### src/rtl/phase_avg_pkg.sv
// Shared definitions for the phase averager.
//   - state_e      : controller states (IDLE / BLANK / ACCUM)
//   - width helpers: counter, phase and sum widths derived from the
//                    module parameters
//   - phase_rec_t  : result record at the default parameterisation, for
//                    the downstream per-phase result FIFO / readout
package phase_avg_pkg;

  typedef enum logic [1:0] {
    IDLE  = 2'd0,
    BLANK = 2'd1,
    ACCUM = 2'd2
  } state_e;

  // Wide enough to hold every value 0..max_time inclusive.
  function automatic int cnt_width(input int max_time);
    return $clog2(max_time + 1);
  endfunction

  // A single phase still needs a 1-bit index port.
  function automatic int ph_width(input int n_phases);
    return (n_phases > 1) ? $clog2(n_phases) : 1;
  endfunction

  // max_time samples of data_w bits each cannot overflow this width.
  function automatic int sum_width(input int data_w, input int max_time);
    return data_w + cnt_width(max_time);
  endfunction

  localparam int DEF_MAX_TIME = 32'h10000;
  localparam int DEF_N_PHASES = 2;
  localparam int DEF_DATA_W   = 16;
  localparam int DEF_CNT_W    = cnt_width(DEF_MAX_TIME);
  localparam int DEF_PH_W     = ph_width(DEF_N_PHASES);
  localparam int DEF_SUM_W    = sum_width(DEF_DATA_W, DEF_MAX_TIME);

  typedef struct packed {
    logic [DEF_SUM_W-1:0] sum;
    logic [DEF_CNT_W-1:0] count;
    logic [DEF_PH_W-1:0]  phase;
    logic                 overflow;
  } phase_rec_t;

endpackage

### src/rtl/phase_averager_blank.sv
// blank_counter: loadable down-counter that times the settling window.
// Ports:
//   clk, reset_n : clock, asynchronous active-low reset
//   load         : load load_val (takes priority over dec)
//   load_val     : value to load
//   dec          : decrement by one, saturating at zero
//   tc           : terminal count, high while the count is 0 or 1
module blank_counter #(
  parameter int W = 17
) (
  input  logic         clk,
  input  logic         reset_n,
  input  logic         load,
  input  logic [W-1:0] load_val,
  input  logic         dec,
  output logic         tc
);

  logic [W-1:0] count_q;
  logic [W-1:0] count_d;

  always_comb begin
    count_d = count_q;
    if (load) begin
      count_d = load_val;
    end else if (dec && (count_q != '0)) begin
      count_d = count_q - W'(1);
    end
  end

  always_ff @(posedge clk or negedge reset_n) begin
    if (!reset_n) begin
      count_q <= '0;
    end else begin
      count_q <= count_d;
    end
  end

  // The cycle that sees a count of 1 is the last blanked cycle.
  assign tc = (count_q <= W'(1));

endmodule

### src/rtl/phase_averager.sv
// phase_averager: accumulates one signed sum per switching phase.
// After each phase change a programmable number of clock cycles is
// discarded, then valid samples are summed until the next change, at
// which point one record (sum, count, phase, overflow) is emitted.
// Ports:
//   clk, reset_n    : clock, asynchronous active-low reset
//   enable          : run when high; low aborts the phase without a record
//   phase           : current phase index from the output switch
//   blankCycles     : settling cycles, captured at every phase start
//   sample          : signed ADC sample, qualified by sample_valid
//   result_*        : last record; fields hold, result_valid pulses once
module phase_averager
  import phase_avg_pkg::*;
#(
  parameter int MAX_TIME = 32'h10000,
  parameter int N_PHASES = 2,
  parameter int DATA_W   = 16,
  // Derived widths; leave at their defaults.
  parameter int CNT_W    = cnt_width(MAX_TIME),
  parameter int PH_W     = ph_width(N_PHASES),
  parameter int SUM_W    = sum_width(DATA_W, MAX_TIME)
) (
  input  logic              clk,
  input  logic              reset_n,
  input  logic              enable,
  input  logic [PH_W-1:0]   phase,
  input  logic [CNT_W-1:0]  blankCycles,
  input  logic [DATA_W-1:0] sample,
  input  logic              sample_valid,
  output logic [SUM_W-1:0]  result_sum,
  output logic [CNT_W-1:0]  result_count,
  output logic [PH_W-1:0]   result_phase,
  output logic              result_overflow,
  output logic              result_valid
);

  typedef struct packed {
    logic [SUM_W-1:0] sum;
    logic [CNT_W-1:0] count;
    logic [PH_W-1:0]  phase;
    logic             overflow;
  } rec_t;

  localparam logic [CNT_W-1:0] MAX_CNT = CNT_W'(MAX_TIME);

  state_e           state_q, state_d;
  logic [PH_W-1:0]  phase_q, phase_d;
  logic [SUM_W-1:0] acc_q, acc_d;
  logic [CNT_W-1:0] cnt_q, cnt_d;
  logic             ovf_q, ovf_d;
  rec_t             rec_q, rec_d;
  logic             valid_q, valid_d;

  logic             blank_load;
  logic             blank_dec;
  logic             blank_tc;
  logic [SUM_W-1:0] sample_ext;

  assign sample_ext = {{(SUM_W-DATA_W){sample[DATA_W-1]}}, sample};

  blank_counter #(
    .W(CNT_W)
  ) u_blank (
    .clk      (clk),
    .reset_n  (reset_n),
    .load     (blank_load),
    .load_val (blankCycles),
    .dec      (blank_dec),
    .tc       (blank_tc)
  );

  always_comb begin
    state_d    = state_q;
    phase_d    = phase_q;
    acc_d      = acc_q;
    cnt_d      = cnt_q;
    ovf_d      = ovf_q;
    rec_d      = rec_q;
    valid_d    = 1'b0;
    blank_load = 1'b0;
    blank_dec  = 1'b0;

    if (!enable) begin
      // Abort wins over a simultaneous phase change: nothing is emitted.
      state_d = IDLE;
      acc_d   = '0;
      cnt_d   = '0;
      ovf_d   = 1'b0;
    end else begin
      unique case (state_q)
        IDLE: begin
          // Start of a phase; this cycle's sample is discarded.
          phase_d    = phase;
          blank_load = 1'b1;
          acc_d      = '0;
          cnt_d      = '0;
          ovf_d      = 1'b0;
          state_d    = (blankCycles == '0) ? ACCUM : BLANK;
        end
        BLANK, ACCUM: begin
          if (phase != phase_q) begin
            // Close the finished phase and restart on the new one.
            rec_d      = '{sum: acc_q, count: cnt_q, phase: phase_q, overflow: ovf_q};
            valid_d    = 1'b1;
            phase_d    = phase;
            blank_load = 1'b1;
            acc_d      = '0;
            cnt_d      = '0;
            ovf_d      = 1'b0;
            state_d    = (blankCycles == '0) ? ACCUM : BLANK;
          end else if (state_q == BLANK) begin
            blank_dec = 1'b1;
            if (blank_tc) begin
              state_d = ACCUM;
            end
          end else if (sample_valid) begin
            if (cnt_q < MAX_CNT) begin
              acc_d = acc_q + sample_ext;
              cnt_d = cnt_q + CNT_W'(1);
            end else begin
              ovf_d = 1'b1;
            end
          end
        end
        default: state_d = IDLE;
      endcase
    end
  end

  always_ff @(posedge clk or negedge reset_n) begin
    if (!reset_n) begin
      state_q <= IDLE;
      phase_q <= '0;
      acc_q   <= '0;
      cnt_q   <= '0;
      ovf_q   <= 1'b0;
      rec_q   <= '0;
      valid_q <= 1'b0;
    end else begin
      state_q <= state_d;
      phase_q <= phase_d;
      acc_q   <= acc_d;
      cnt_q   <= cnt_d;
      ovf_q   <= ovf_d;
      rec_q   <= rec_d;
      valid_q <= valid_d;
    end
  end

  assign result_sum      = rec_q.sum;
  assign result_count    = rec_q.count;
  assign result_phase    = rec_q.phase;
  assign result_overflow = rec_q.overflow;
  assign result_valid    = valid_q;

endmodule

### config.mk
export PLATFORM = sky130hd
export DESIGN_NAME = phase_averager
export DESIGN_NICKNAME = d
export VERILOG_FILES = /design/src/rtl/phase_avg_pkg.sv /design/src/rtl/phase_averager_blank.sv /design/src/rtl/phase_averager.sv
export SDC_FILE = /design/constraint.sdc
export NUM_CORES = 1
export LEC_CHECK = 0
export CAP_MARGIN = 15
export CELL_PAD_IN_SITES_DETAIL_PLACEMENT = 0
export CELL_PAD_IN_SITES_GLOBAL_PLACEMENT = 1
export CORE_MARGIN = 3
export CORE_UTILIZATION = 46
export DETAILED_ROUTE_END_ITERATION = 16
export HOLD_SLACK_MARGIN = 0.06
export PLACE_DENSITY_LB_ADDON = 0.1
export SLEW_MARGIN = 20
export SYNTH_ARGS = -nofsm -noshare
export SYNTH_HDL_FRONTEND = slang
export SYNTH_SLANG_ARGS = --single-unit
### constraint.sdc
create_clock -name clk -period 5.1 [get_ports clk]
set_clock_uncertainty 0.1 [all_clocks]
set_input_delay 0.765 -clock clk [delete_from_list [all_inputs] [get_ports clk]]
set_output_delay 0.765 -clock clk [all_outputs]
set_load 0.03 [all_outputs]
After elaboration in Yosys (flattened, before gate mapping)
Index checks and enable logic that the tools add are counted.
Word-level totals
  output and inout bits: 53
  ROM bits: 0
  bits in latches: 0
  word-level logic and storage cells: 76
  RAM bits: 0
  input bits: 38
  memories kept: 0
  bits in registers: 124
Operators by class
  $lt $le $gt $ge: 2
  bitwise gates (word level): 0
  reductions and logical operators: 12
  add/subtract/negate cells: 3
  shift-type cells: 0
  equality and inequality tests: 11
  divide/modulo/power cells: 0
  muxes and demuxes: 37
  $mul: 0
Operator list (count)
  33-bit 2-to-1 mux: 5
  17-bit 2-to-1 mux: 7
  33-bit one-hot mux with 2 select lines: 1
  17-bit one-hot mux with 2 select lines: 1
  33-bit adder: 1
  4-bit inequality test (second input constant): 6
  17-bit by 1-bit adder with 17-bit output (second input constant): 1
  17-bit by 1-bit <= comparator with 1-bit output (second input constant): 1
  17-bit zero test: 1
  17-bit less-than comparator (second input constant): 1
  17-bit nonzero test: 1
  17-bit by 1-bit subtractor with 17-bit output (second input constant): 1
  1-bit 2-to-1 mux: 14
  2-bit 2-to-1 mux: 5
  4-bit AND reduction: 2
  1-bit one-hot mux with 2 select lines: 3
  3-bit AND reduction: 2
  2-bit one-hot mux with 2 select lines: 1
  2-bit nonzero test: 2
  3-bit by 1-bit inequality test with 1-bit output (second input constant): 1
  2-bit by 1-bit == test with 1-bit output (second input constant): 1
  2-bit == test (second input constant): 1
  2-bit zero test: 1
  2-bit inequality test (second input constant): 1
  4 further kinds: 4

Depth between registers and ports, before layout
Gate-level depths: netlist of the first run.
  word-level depth: 8
  mapped depth: 12
  depth with buffers taken out: 12

Modules after synthesis
From an unflattened synthesis of the first run, not the netlist that was laid out.
Unflattened totals
  cells, all modules: 818
  area total of the unflattened synthesis: 7159.4 µm²
By module, submodules not included
  phase_averager: seq. area each 2677.6 µm², cells each 679, times used 1, area each 5960.7 µm²
  blank_counter: seq. area each 425.4 µm², cells each 139, times used 1, area each 1198.6 µm²

Worst setup path before layout of the first run
Ideal clock, no wire load.
  kind: input port to flip-flop
  start: input sample[15]
  end: register acc_q[32]
  setup slack: 2.007 ns
  arrival: 2.907 ns
  library setup time: 0.087 ns
  buffers on the path: 0
  cell stages on the path: 10
  data required time: 4.913 ns
  path through: ha_1 > a2111oi_4 > o21ai_2 > a2111oi_2 > o21bai_1 > a211oi_2 > a31oi_1 > xnor2_1 > or3_1 > o211ai_1
On the way
  cells in the longest elaborated chain, start to end: 7
Ends and longest elaborated chain
  start: declaration: RTL line phase_averager.sv:28  | input logic [DATA_W-1:0] sample,
  33-bit adder: RTL line phase_averager.sv:118  | acc_d = acc_q + sample_ext;
  33-bit 2-to-1 mux: RTL line phase_averager.sv:117  | if (cnt_q < MAX_CNT) begin
  33-bit 2-to-1 mux: RTL line phase_averager.sv:116  | end else if (sample_valid) begin
  33-bit 2-to-1 mux: RTL line phase_averager.sv:111  | end else if (state_q == BLANK) begin
  33-bit 2-to-1 mux: RTL line phase_averager.sv:101  | if (phase != phase_q) begin
  33-bit one-hot mux with 2 select lines: RTL line phase_averager.sv:90  | unique case (state_q)
  33-bit 2-to-1 mux: RTL line phase_averager.sv:83  | if (!enable) begin
  end signal: assignment: RTL line phase_averager.sv:134  | acc_q <= '0;
  end signal: assignment: RTL line phase_averager.sv:142  | acc_q <= acc_d;
  end: declaration: RTL line phase_averager.sv:48  | logic [SUM_W-1:0] acc_q, acc_d;
Every way passes these cells. The select of a mux whose other input is x is not followed.
A chain may end at the register's enable or synchronous reset.

Final worst setup path of the first run
Ends and elaborated chain as after synthesis.

==> impl_summary.md, run 1 <==
Status
The run finished with clean final reports.

Synthesis
After synthesis, the mean cell area works out to 8.769 um2. The proportion of netlist area held by the largest area contributor is 0.4434. The portion of the post-synthesis area used by sequential elements is 0.4434.

In this run the cell area of the synthesized design comes to 0.006998 mm2. The fraction of registers with async set or reset after synthesis is 1.000. The post-synthesis mux area share is 0.004649. The number of different library cells used by synthesis comes to 66. The fraction of the mapped netlist area in compound gates is 0.1645. The adder-cell share of the synthesized area is 0.07259. The number of nets produced by synthesis is 876.

The post-synthesis simple-gate area fraction is 0.2244. Synthesis produced 798 cells. For this run, the number of Yosys warnings is 0. The count of flip-flops with a built-in enable after synthesis is 0. In this run, synthesis produced a sequential element count of 124. The largest family of logic cells by synthesized area is simple AND/OR/NAND/NOR gates. The dominant cell type by area after synthesis is dfrtp_1. By area the synthesized netlist is led by dfrtp_1 (44%), nand2_1 (12%), ha_1 (7.0%). The commonest register cell after synthesis is dfrtp_1. Of the total synthesized cell area, the portion taken by XOR and XNOR cells is 0.06508.

Clock network
The cts-stage hold buffer count is 0. In this run, post-CTS repair resized a total of 0 instances. The root buffer cell is clkbuf_16.

TritonCTS built the clock tree. The CTS clock-pin slew for the worst setup and hold paths is 0.05 ns. The H-tree was split into 4 levels. The clock latency of the later-clocked register in the worst-skew pair is 0.41 ns. The buffer count from post-CTS setup fixing is 0. Clock tree synthesis inserted a total of 17 buffers. The clock net in this run drives a total of 124 sinks. The clock passes through at most 2 buffers.

Die
In this run the standard cell core region covers 0.01470 mm2. The effective utilization at floorplan is 0.4761. 91 I/O pins were placed.

The width of the die is 129.3 um. The die is 129.3 um tall. The die covers 0.01673 mm2. After floorplanning, the core was divided into 44 placement rows.

Global route
The sum of overflow across all layers after global routing is 0. The overall routing resource usage is 0.2104. Entering global routing, the biggest net connects 55 pins. The initial antenna violation count is 0. The via count of the first global-routing pass is 5815. The first global-routing pass estimated 27930 um of wire.

Routing
In this run the remaining antenna-violating nets after routing total 0. Summed over all layers, the routed wires come to 16960 um. The number of vias per cell is 5.434.

After detailed routing, the average wire length per cell comes to 15.66 um. The pre-antenna-repair detailed-routing pass consisted of 4 iterations. The total via count after detailed routing is 5885. The total DRC errors in the routed layout is 0. The first routing iteration left 366 violations.

Finish
The final layout contains 967 nets. The post-route core utilization is 0.5930. The repair_antennas step left the layout with diodes totalling 0. Compared with the post-synthesis result, the final layout area differs by 24.55%. The number of fillers in the final layout is 1314.

The proportion of layout cells with a drive suffix above 1 is 0.06452.

Pwr
The clock share of power is 0.266. Summed over all cells, the static leakage comes to 4.103 nW. For this design the ratio of total power to cell area is 545.9 mW/mm2. The analysis attributes to net switching a power of 1.871 mW. The switching power share of the total is 0.3932. The cell-internal power is 2.887 mW. The total power is 4.758 mW. IR analysis of the VDD net gives a maximum drop of 0.3116 mV. The relative contribution of combinational cells to total power is 0.419. The share of total power dissipated in sequential elements is 0.315.

Timing
The transition time of the tightest slew-check pin is 0.9656 ns. Derived from the worst setup path, the maximum achievable clock frequency is 269.2 MHz. The hold violation count in the final report is 0.

The clock period could shrink to 3.714 ns. The total negative setup slack is 0 ns. The final number of max-transition violations is 0. The final critical-path setup slack is 1.386 ns.

Setup repair after global routing left no endpoint under its margin. The worst slew slack as a fraction of its limit is 0.3539. Dividing the final minimum period by the clock period gives 0.7283. Across all hold checks on the routed design, the worst slack comes to 0.2180 ns. The final count of negative-setup-slack endpoints is 0.

Worst setup path
The critical path endpoint category is a register. The signal on the critical path passes through clkdlybuf4s50_1 > ha_1 > a2111oi_4 > o21ai_2 > a2111oi_2 > o21bai_1 > a211oi_2 > a31oi_1 > xnor2_1 > or3_1 > o211ai_1. The startpoint kind of the worst setup timing path is a primary input. STA puts the critical path data arrival time at 3.95 ns. Among all stages on the critical path, the largest delay is contributed by clkdlybuf4s50_1. Of all nets on the critical path, the largest fanout is 11. The setup path with the least slack is of type primary input to register. Data on the critical path is required at its endpoint by 5.33 ns. The biggest cell delay along the critical path is 0.68 ns.

Run
The tool flagged a number of max-cap violations equal to 0.

Min path
In this run the worst hold path is classified as primary input to async pin.

Placement
The routability congestion estimate from global placement is 0.8840. Port buffering added 90 buffers. The detailed placer's ending HPWL is 12210 um. Prior to clock tree synthesis, the placed netlist has a worst setup slack of 0.9859 ns.
## critical path: cells and delay by family
kind | cells | cell delay, ns
xor+xnor | 1 | 0.14
simple gates | 1 | 0.32
compound gates | 7 | 1.51
fa+ha+maj | 1 | 0.53
buf+inv | 1 | 0.68
## registers in the layout (all words and copies together) (netlist names)
signal	flops
phase_q	1
cnt_q	17
result_phase	1
result_sum	33
result_valid	1
state_q	2
ovf_q	1
u_blank.count_q	17
acc_q	33
result_count	17
result_overflow	1
## through the flow
step                cell area (um2)  std cells
global route                   8716       1083
CTS                            8711       1083
floorplan                      6998        798
detailed placement             8098       1054
global placement               8098       1054
finish                         8716       1083
## layout make-up
type / instances / area (um2) / share of cell area
clock buffer: 22 / 474.2 / 0.05441
clock inverter: 7 / 138.9 / 0.01593
inverter: 20 / 75.07 / 0.008613
multi-input combinational: 628 / 3736 / 0.4287
sequential: 124 / 3103 / 0.3560
tap: 184 / 230.2 / 0.02641
timing repair buffer: 98 / 958.4 / 0.1100
## cells in the final DEF (no fill, tap or decap), types with 12 or more instances in the layout
cell / count
nand2_1: 230
dfrtp_1: 124
clkdlybuf4s50_1: 89
o21ai_0: 52
nor2_1: 43
ha_1: 39
a21oi_1: 36
xor2_1: 34
inv_1: 19
xnor2_1: 18
nand3_1: 17
clkbuf_16: 17
nor3_1: 12
a21o_1: 12
## cell families (layout without fill, tap and decap cells)
kind of cell,after synthesis,in the layout
AND/OR/NAND/NOR,359,359
AO/OA/AOI/OAI,174,174
flip-flops,124,124
XOR/XNOR,52,52
buffers and inverters,46,147
adder cells (fa/ha/maj),40,40
multiplexers,3,3
## power groups by stage
stage                     sequential, mW  clock (mW)  combinational, mW
after floorplan                     1.73           0               1.10
after global placement              1.50           0               1.97
after detailed placement            1.51           0               1.99
after CTS                           1.50        1.29               2.01
after global routing                1.54        1.33               2.20
final                               1.50        1.26               1.99
## cell usage after synthesis, types with 5 or more instances
cell type  count
and2_1         6
and3_1         9
o21a_1         6
ha_1          39
nand2b_1       5
inv_1         19
dfrtp_1      124
xnor2_1       18
nand3_1       18
a21o_1        12
nand2_1      230
xor2_1        34
o21ai_0       52
nor4_1         5
a21oi_1       36
nand4_1        5
o211ai_1       5
nor3_1        12
a22o_1         8
or3_1          6
nor2_1        44
clkbuf_1      23
o21ai_1       11
a31oi_1        7
## worst paths after layout
kind	from	to	slack, ns	depth (start not counted)
worst min-delay path	reset_n	u_blank.count_q[10]	0.22	1
min in group clk	result_count[8]	result_count[8]	0.37	2
worst min register to register	result_count[8]	result_count[8]	0.37	2
max in group asynchronous	reset_n	result_count[1]	3.60	2
worst max-delay path	sample[15]	acc_q[32]	1.39	11
worst max register to register	acc_q[0]	acc_q[32]	2.10	12
## metal layers
metal / vias up / GRT usage / share of wire
met4: 0 / 0.06300 / 0.013
met1: 2836 / 0.2739 / 0.46
met2: 100 / 0.3530 / 0.49
li1: 2929 / - / -
met5: - / 0 / 0
met3: 20 / 0.04617 / 0.039
Power figures use the tool's default switching activity.
==> run 2: changes to the inputs <==
- CORE_UTILIZATION: 46 -> 42
- clock period: 5.1 -> 3.45 ns (I/O delays scaled with it)
==> impl_summary.md, run 2 (synthesized netlist as in run 1, its figures left out) <==
Status
Result of the run: finished, final reports clean (unchanged).

Placement
The detailed placer's ending HPWL came to 13210 um (was 12210 um). The routability congestion estimate from global placement is 0.8704 (was 0.8840). The count of input and output buffers is 90 (unchanged).

The total placed cells including tap cells is 1136 (was 1054). The post-place setup slack is -0.1097 ns (was 0.9859 ns).

Die
The die area was 0.01825 mm2 (was 0.01673 mm2). The width of the die is 135.1 um (was 129.3 um). The number of standard-cell rows in the floorplan is 46 (was 44). The number of top-level design ports is 91 (unchanged). The effective utilization at floorplan is 0.4342 (was 0.4761).

The core area was 0.01612 mm2 (was 0.01470 mm2). The height of the die was 135.1 um (was 129.3 um).

Finish
The number of fillers in the final layout was 1459 (was 1314). The number of inserted diodes is 0 (unchanged). The number of nets in the layout is 1017 (was 967).

The most frequent standard cell in the layout excluding fill and tap cells was nand2_1 (unchanged). The post-layout instance count excluding filler cells is 1168 (was 1083). Most used cells in the layout excluding fill and tap cells: nand2_1 (230), dfrtp_1 (124), clkdlybuf4s50_1 (89) (unchanged). The proportion of layout cells with a drive suffix above 1 came to 0.1176 (was 0.06452). The post-route core utilization is 0.5685 (was 0.5930).

The layout overhead on the synthesized area came to 30.91% (was 24.55%).

Worst setup path
The arrival time of the worst setup path is 3.35 ns (was 3.95 ns). The biggest cell delay along the critical path is 0.52 ns (was 0.68 ns). The critical path's slowest cell is clkdlybuf4s50_1 (unchanged).

The largest fanout on the critical path is 5 (was 11). The startpoint kind of the worst setup timing path is a primary input (unchanged). The classification of the worst setup path is primary input to register (unchanged). Ordered list of cells on the worst path: clkdlybuf4s50_1 > ha_1 > a2111oi_4 > o21ai_2 > a2111oi_2 > o21bai_1 > a211oi_2 > a31oi_1 > xnor2_1 > or3_1 > o211ai_1 (unchanged). The endpoint required time on the critical path is 3.68 ns (was 5.33 ns). The critical path endpoint category is a register (unchanged).

Routing
The total DRC errors in the routed layout is 0 (unchanged). The number of DRC markers in iteration 0 is 299 (was 366). The routed wire length is 17920 um (was 16960 um). The count of nets left with antenna violations after detail routing was 0 (unchanged). The average wire per standard cell is 15.34 um (was 15.66 um).

The number of vias per cell is 5.222 (was 5.434). The total via count after detailed routing is 6099 (was 5885). The first-pass iteration count of the detailed router is 4 (unchanged).

Global route
The global-route wire length before repair was 30480 um (was 27930 um). The initial antenna violation count is 0 (unchanged). The pin count of the biggest net entering global routing is 73 (was 55).

The overall routing resource usage is 0.2065 (was 0.2104). The sum of overflow across all layers after global routing is 0 (unchanged). The via count of the first global-routing pass is 6183 (was 5815).

Timing
The final number of max-transition violations is 0 (unchanged). Unrepaired setup endpoints after global routing: no (unchanged). The final count of negative-setup-slack endpoints came to 0 (unchanged). The shortest clock period the worst path allows after layout is 3.118 ns.

The worst hold slack across all endpoints is 0.1057 ns (was 0.2180 ns). In the finished design, the share of the clock period the worst path needs comes to 0.9038. The hold violation count in the final report was 0 (unchanged).

The worst slew slack as a fraction of its limit came to 0.3808 (was 0.3539). The total negative setup slack was 0 ns (unchanged). The final critical-path setup slack came to 0.3320 ns (was 1.386 ns). The highest achievable clock rate is 320.7 MHz. The transition time of the tightest slew-check pin came to 0.9288 ns (was 0.9656 ns).

Pwr
The switching power share of the total is 0.3956 (was 0.3932). The relative contribution of combinational cells to total power is 0.437 (was 0.419). The cell-internal power came to 4.412 mW (was 2.887 mW). The sequential share of power is 0.305 (was 0.315). The power density over the cells came to 796.7 mW/mm2 (was 545.9 mW/mm2). The leakage component of the power is 4.355 nW (was 4.103 nW). The switching power came to 2.887 mW (was 1.871 mW). The worst-case vdd ir drop is 0.3900 mV (was 0.3116 mV). The clock share of power is 0.258 (was 0.266).

Clock network
The CTS buffer count is 17 (unchanged). The buffer count from post-CTS setup fixing is 0 (unchanged). The CTS H-tree depth is 4 (unchanged). The number of sinks handled by clock tree synthesis is 124 (unchanged).

The CTS clock-pin slew for the worst setup and hold paths is 0.06 ns (was 0.05 ns). The CTS tree is built (unchanged). The clock latency of the later-clocked register in the worst-skew pair is 0.42 ns (was 0.41 ns). The cts-stage hold buffer count is 0 (unchanged). The number of resized instances in the post-cts repair step is 0 (unchanged). The number of buffers between clock root and the deepest sink is 2 (unchanged). The root buffer cell is clkbuf_16 (unchanged).

Min path
The class of the worst hold path is primary input to async pin (unchanged).

Run
The number of maximum-capacitance constraint violations is 0 (unchanged).
==> run 2: final cells by class <==
type	count	area, um2	share of cell area
Clock buffer	18	429.2	0.04685
Timing Repair Buffer	148	1359	0.1483
Inverter	20	75.07	0.008194
Sequential cell	124	3103	0.3387
Clock inverter	14	193.9	0.02117
Multi-Input combinational cell	628	3731	0.4073
Tap cell	216	270.3	0.02950
==> run 2: path summary, 6_finish.rpt <==
| path | end | cells after the start | slack [ns] | from |
|---|---|---|---|---|
| setup / recovery | acc_q[32] | 11 | 0.33 | sample[15] |
| hold / removal | u_blank.count_q[10] | 1 | 0.11 | reset_n |
| setup reg to reg | acc_q[18] | 12 | 0.52 | acc_q[0] |
| hold reg to reg | result_sum[27] | 2 | 0.37 | result_sum[27] |
| max in group asynchronous | result_sum[18] | 2 | 2.26 | reset_n |
| min in group clk | result_sum[27] | 2 | 0.37 | result_sum[27] |
==> run 2: critical path: cells and delay by family <==
kind | cells | cell delay, ns
xor+xnor | 1 | 0.14
simple gates | 1 | 0.31
buf+inv | 1 | 0.52
fa+ha+maj | 1 | 0.40
compound gates | 7 | 1.44
==> run 2: power by group through the flow <==
stage | sequential (mW) | combinational, mW | clock [mW]
after detailed placement | 2.25 | 3.20 | 0
after global routing | 2.28 | 3.53 | 2.01
final | 2.22 | 3.19 | 1.88
after CTS | 2.23 | 3.23 | 1.93
after floorplan | 2.56 | 1.63 | 0
after global placement | 2.22 | 3.16 | 0
==> run 2: routing by layer <==
layer | wire [um] | up-vias | global-route usage
met5 | 0 | - | 0
met4 | 265 | 0 | 0.06607
met3 | 604 | 17 | 0.04583
met2 | 8938 | 116 | 0.3518
met1 | 8112 | 2927 | 0.2618
li1 | - | 3039 | -
==> run 2: metrics by stage <==
step	area (um2)	power [mW]
2_1_floorplan	6998	4.197
3_3_place_gp	8538	5.382
3_5_place_dp	8538	5.449
4_1_cts	9161	7.384
5_1_grt	9161	7.816
6_report	9161	7.299
==> run 3: changes to the inputs <==
- CORE_ASPECT_RATIO: not set -> 1.25
- CORE_UTILIZATION: 42 -> 46
- clock period: 3.45 -> 3.7 ns (I/O delays scaled with it)
==> impl_summary.md, run 3 (synthesized netlist as in run 1, its figures left out) <==
Global route
The sum of overflow across all layers after global routing is 0 (unchanged). The initial antenna violation count came to 0 (unchanged). The via count of the first global-routing pass is 6039 (was 6183). The pin count of the biggest net entering global routing is 83 (was 73). The global-route wire length before repair was 28970 um (was 30480 um).

The overall routing resource usage is 0.2177 (was 0.2065).

Die
The number of top-level design ports is 91 (unchanged). The height of the die is 143.9 um (was 135.1 um). The die area is 0.01674 mm2 (was 0.01825 mm2). The core area came to 0.01465 mm2 (was 0.01612 mm2). The width of the die is 116.3 um (was 135.1 um). The number of standard-cell rows in the floorplan was 49 (was 46). The effective utilization at floorplan is 0.4776 (was 0.4342).

Timing
The total negative setup slack was 0 ns (unchanged). Based on the critical path, the design can be clocked at up to 310.5 MHz. The worst slew slack as a fraction of its limit came to 0.5706 (was 0.3808).

The final count of negative-setup-slack endpoints is 0 (unchanged). The hold violation count in the final report is 0 (unchanged). The smallest clock period supported by the final layout is computed as 3.220 ns. The worst hold slack across all endpoints came to 0.3671 ns (was 0.1057 ns). The transition time of the tightest slew-check pin is 0.6417 ns (was 0.9288 ns). The ratio of final minimum period to clock period is 0.8704.

Unrepaired setup endpoints after global routing: no (unchanged). The final number of max-transition violations is 0 (unchanged).

Worst setup path
The start point of the critical path is sample[15] (unchanged). The endpoint required time on the critical path came to 3.93 ns (was 3.68 ns). The arrival time of the worst setup path is 3.45 ns (was 3.35 ns). The critical path endpoint category is a register (unchanged).

The largest fanout on the critical path is 16 (was 5). Ordered list of cells on the worst path: clkdlybuf4s50_1 > buf_4 > ha_1 > and2_1 > o21a_1 > a2111oi_2 > o21bai_1 > a211oi_2 > a31oi_1 > xnor2_1 > or3_1 > o211ai_1 (was clkdlybuf4s50_1 > ha_1 > a2111oi_4 > o21ai_2 > a2111oi_2 > o21bai_1 > a211oi_2 > a31oi_1 > xnor2_1 > or3_1 > o211ai_1). The startpoint kind of the worst setup timing path is a primary input (unchanged). The biggest cell delay along the critical path is 0.59 ns (was 0.52 ns). The startpoint of the worst register-to-register path is acc_q[0] (unchanged). The classification of the worst setup path is primary input to register (unchanged). The critical path's slowest cell was clkdlybuf4s50_1 (unchanged).

Finish
The layout overhead on the synthesized area was 25.00% (was 30.91%). The footprint of the multi-input gates came to 0.003731 mm2 (unchanged). The number of inserted diodes is 0 (unchanged). The proportion of layout cells with a drive suffix above 1 was 0.07363 (was 0.1176). The number of nets in the layout was 977 (was 1017). The most frequent standard cell in the layout excluding fill and tap cells was nand2_1 (unchanged). The number of fillers in the final layout was 1316 (was 1459). The area taken by flip-flops and latches is 0.003103 mm2 (unchanged). Most used cells in the layout excluding fill and tap cells: nand2_1 (230), dfrtp_1 (124), clkdlybuf4s50_1 (89) (unchanged).

Routing
The total DRC errors in the routed layout is 0 (unchanged). The count of nets left with antenna violations after detail routing is 0 (unchanged). The first-pass iteration count of the detailed router is 4 (unchanged).

The total via count after detailed routing is 5911 (was 6099). The number of vias per cell is 5.433 (was 5.222). The highest metal layer with signal wires is met4 (unchanged). The wire length on met2 came to 8757 um (was 8938 um). The routed wire length on met3 is 486 um (was 604 um). The average wire per standard cell is 15.75 um (was 15.34 um). The routed wire length was 17130 um (was 17920 um).

The wire length on met1 is 7483 um (was 8112 um). The number of DRC markers in iteration 0 came to 296 (was 299).

Clock network
The number of buffers between clock root and the deepest sink is 2 (unchanged). The clock latency of the later-clocked register in the worst-skew pair is 0.42 ns (about the same). The CTS buffer count is 17 (unchanged).

The root buffer cell was clkbuf_16 (unchanged). The CTS tree is built (unchanged). The number of sinks handled by clock tree synthesis was 124 (unchanged). The number of resized instances in the post-cts repair step is 0 (unchanged).

The CTS clock-pin slew for the worst setup and hold paths is 0.05 ns (was 0.06 ns). The CTS H-tree depth is 4 (unchanged). The cts-stage hold buffer count came to 1 (was 0).

The buffer count from post-CTS setup fixing was 0 (unchanged).

Placement
The count of input and output buffers is 90 (unchanged). The detailed placer's ending HPWL was 12220 um (was 13210 um). The routability congestion estimate from global placement is 0.8365 (was 0.8704).

Run
The number of maximum-capacitance constraint violations came to 0 (unchanged).

Pwr
The worst-case vdd ir drop is 0.3791 mV (was 0.3900 mV). The leakage component of the power is 4.136 nW (was 4.355 nW). The power density over the cells is 741.0 mW/mm2 (was 796.7 mW/mm2).

Min path
In this run the most critical hold path is launched from result_count[10]. The class of the worst hold path was register to register (was primary input to async pin).

Status
Result of the run: finished, final reports clean (unchanged).
run 3: per-stage QoR:
step,setup slack [ns],total power [mW],util,cell area (um2),std cells
after CTS,0.4576,6.549,0.5970,8747,1088
after detailed placement,0.04506,4.903,0.5576,8170,1057
after floorplan,0.8169,3.914,-,6998,798
after global placement,0.08603,4.828,0.5576,8170,1057
after global routing,0.2818,6.941,0.5970,8747,1088
final,0.4795,6.481,0.5970,8747,1088
run 3: layout make-up:
cell class,instances,share of cell area
Timing Repair Buffer,108,0.1199
Multi-Input combinational cell,628,0.4265
Sequential cell,124,0.3547
Clock inverter,7,0.01016
Clock buffer,23,0.05464
Tap cell,178,0.02546
Inverter,20,0.008582
run 3: worst paths after layout:
check / cells past startpoint / endpoint / slack [ns]
worst max-delay path: 12 / acc_q[32] / 0.48
worst min-delay path: 2 / result_count[10] / 0.37
worst max register to register: 12 / acc_q[18] / 0.78
worst min register to register: 2 / result_count[10] / 0.37
max in group asynchronous: 3 / cnt_q[8] / 2.08
min in group asynchronous: 2 / u_blank.count_q[11] / 0.57
run 3: report_power, final:
group	switching [mW]	internal (mW)	total, mW
logic	1.71	1.09	2.80
registers	0.313	1.76	2.07
clock network	0.577	1.03	1.61
run 3: layer usage:
layer / global-route usage / vias up
met5: 0 / -
met4: 0.09652 / 0
met1: 0.2721 / 2831
li1: - / 2943
met3: 0.04086 / 33
met2: 0.3647 / 104
run 3: critical path, delay by kind of cell:
family                     cells  cell delay (ns)
buffers and inverters          2             0.87
and+or+nand+nor                2             0.46
adders and majority gates      1             0.29
AOI/OAI and AO/OA              6             1.12
xor gates and xnor gates       1             0.14
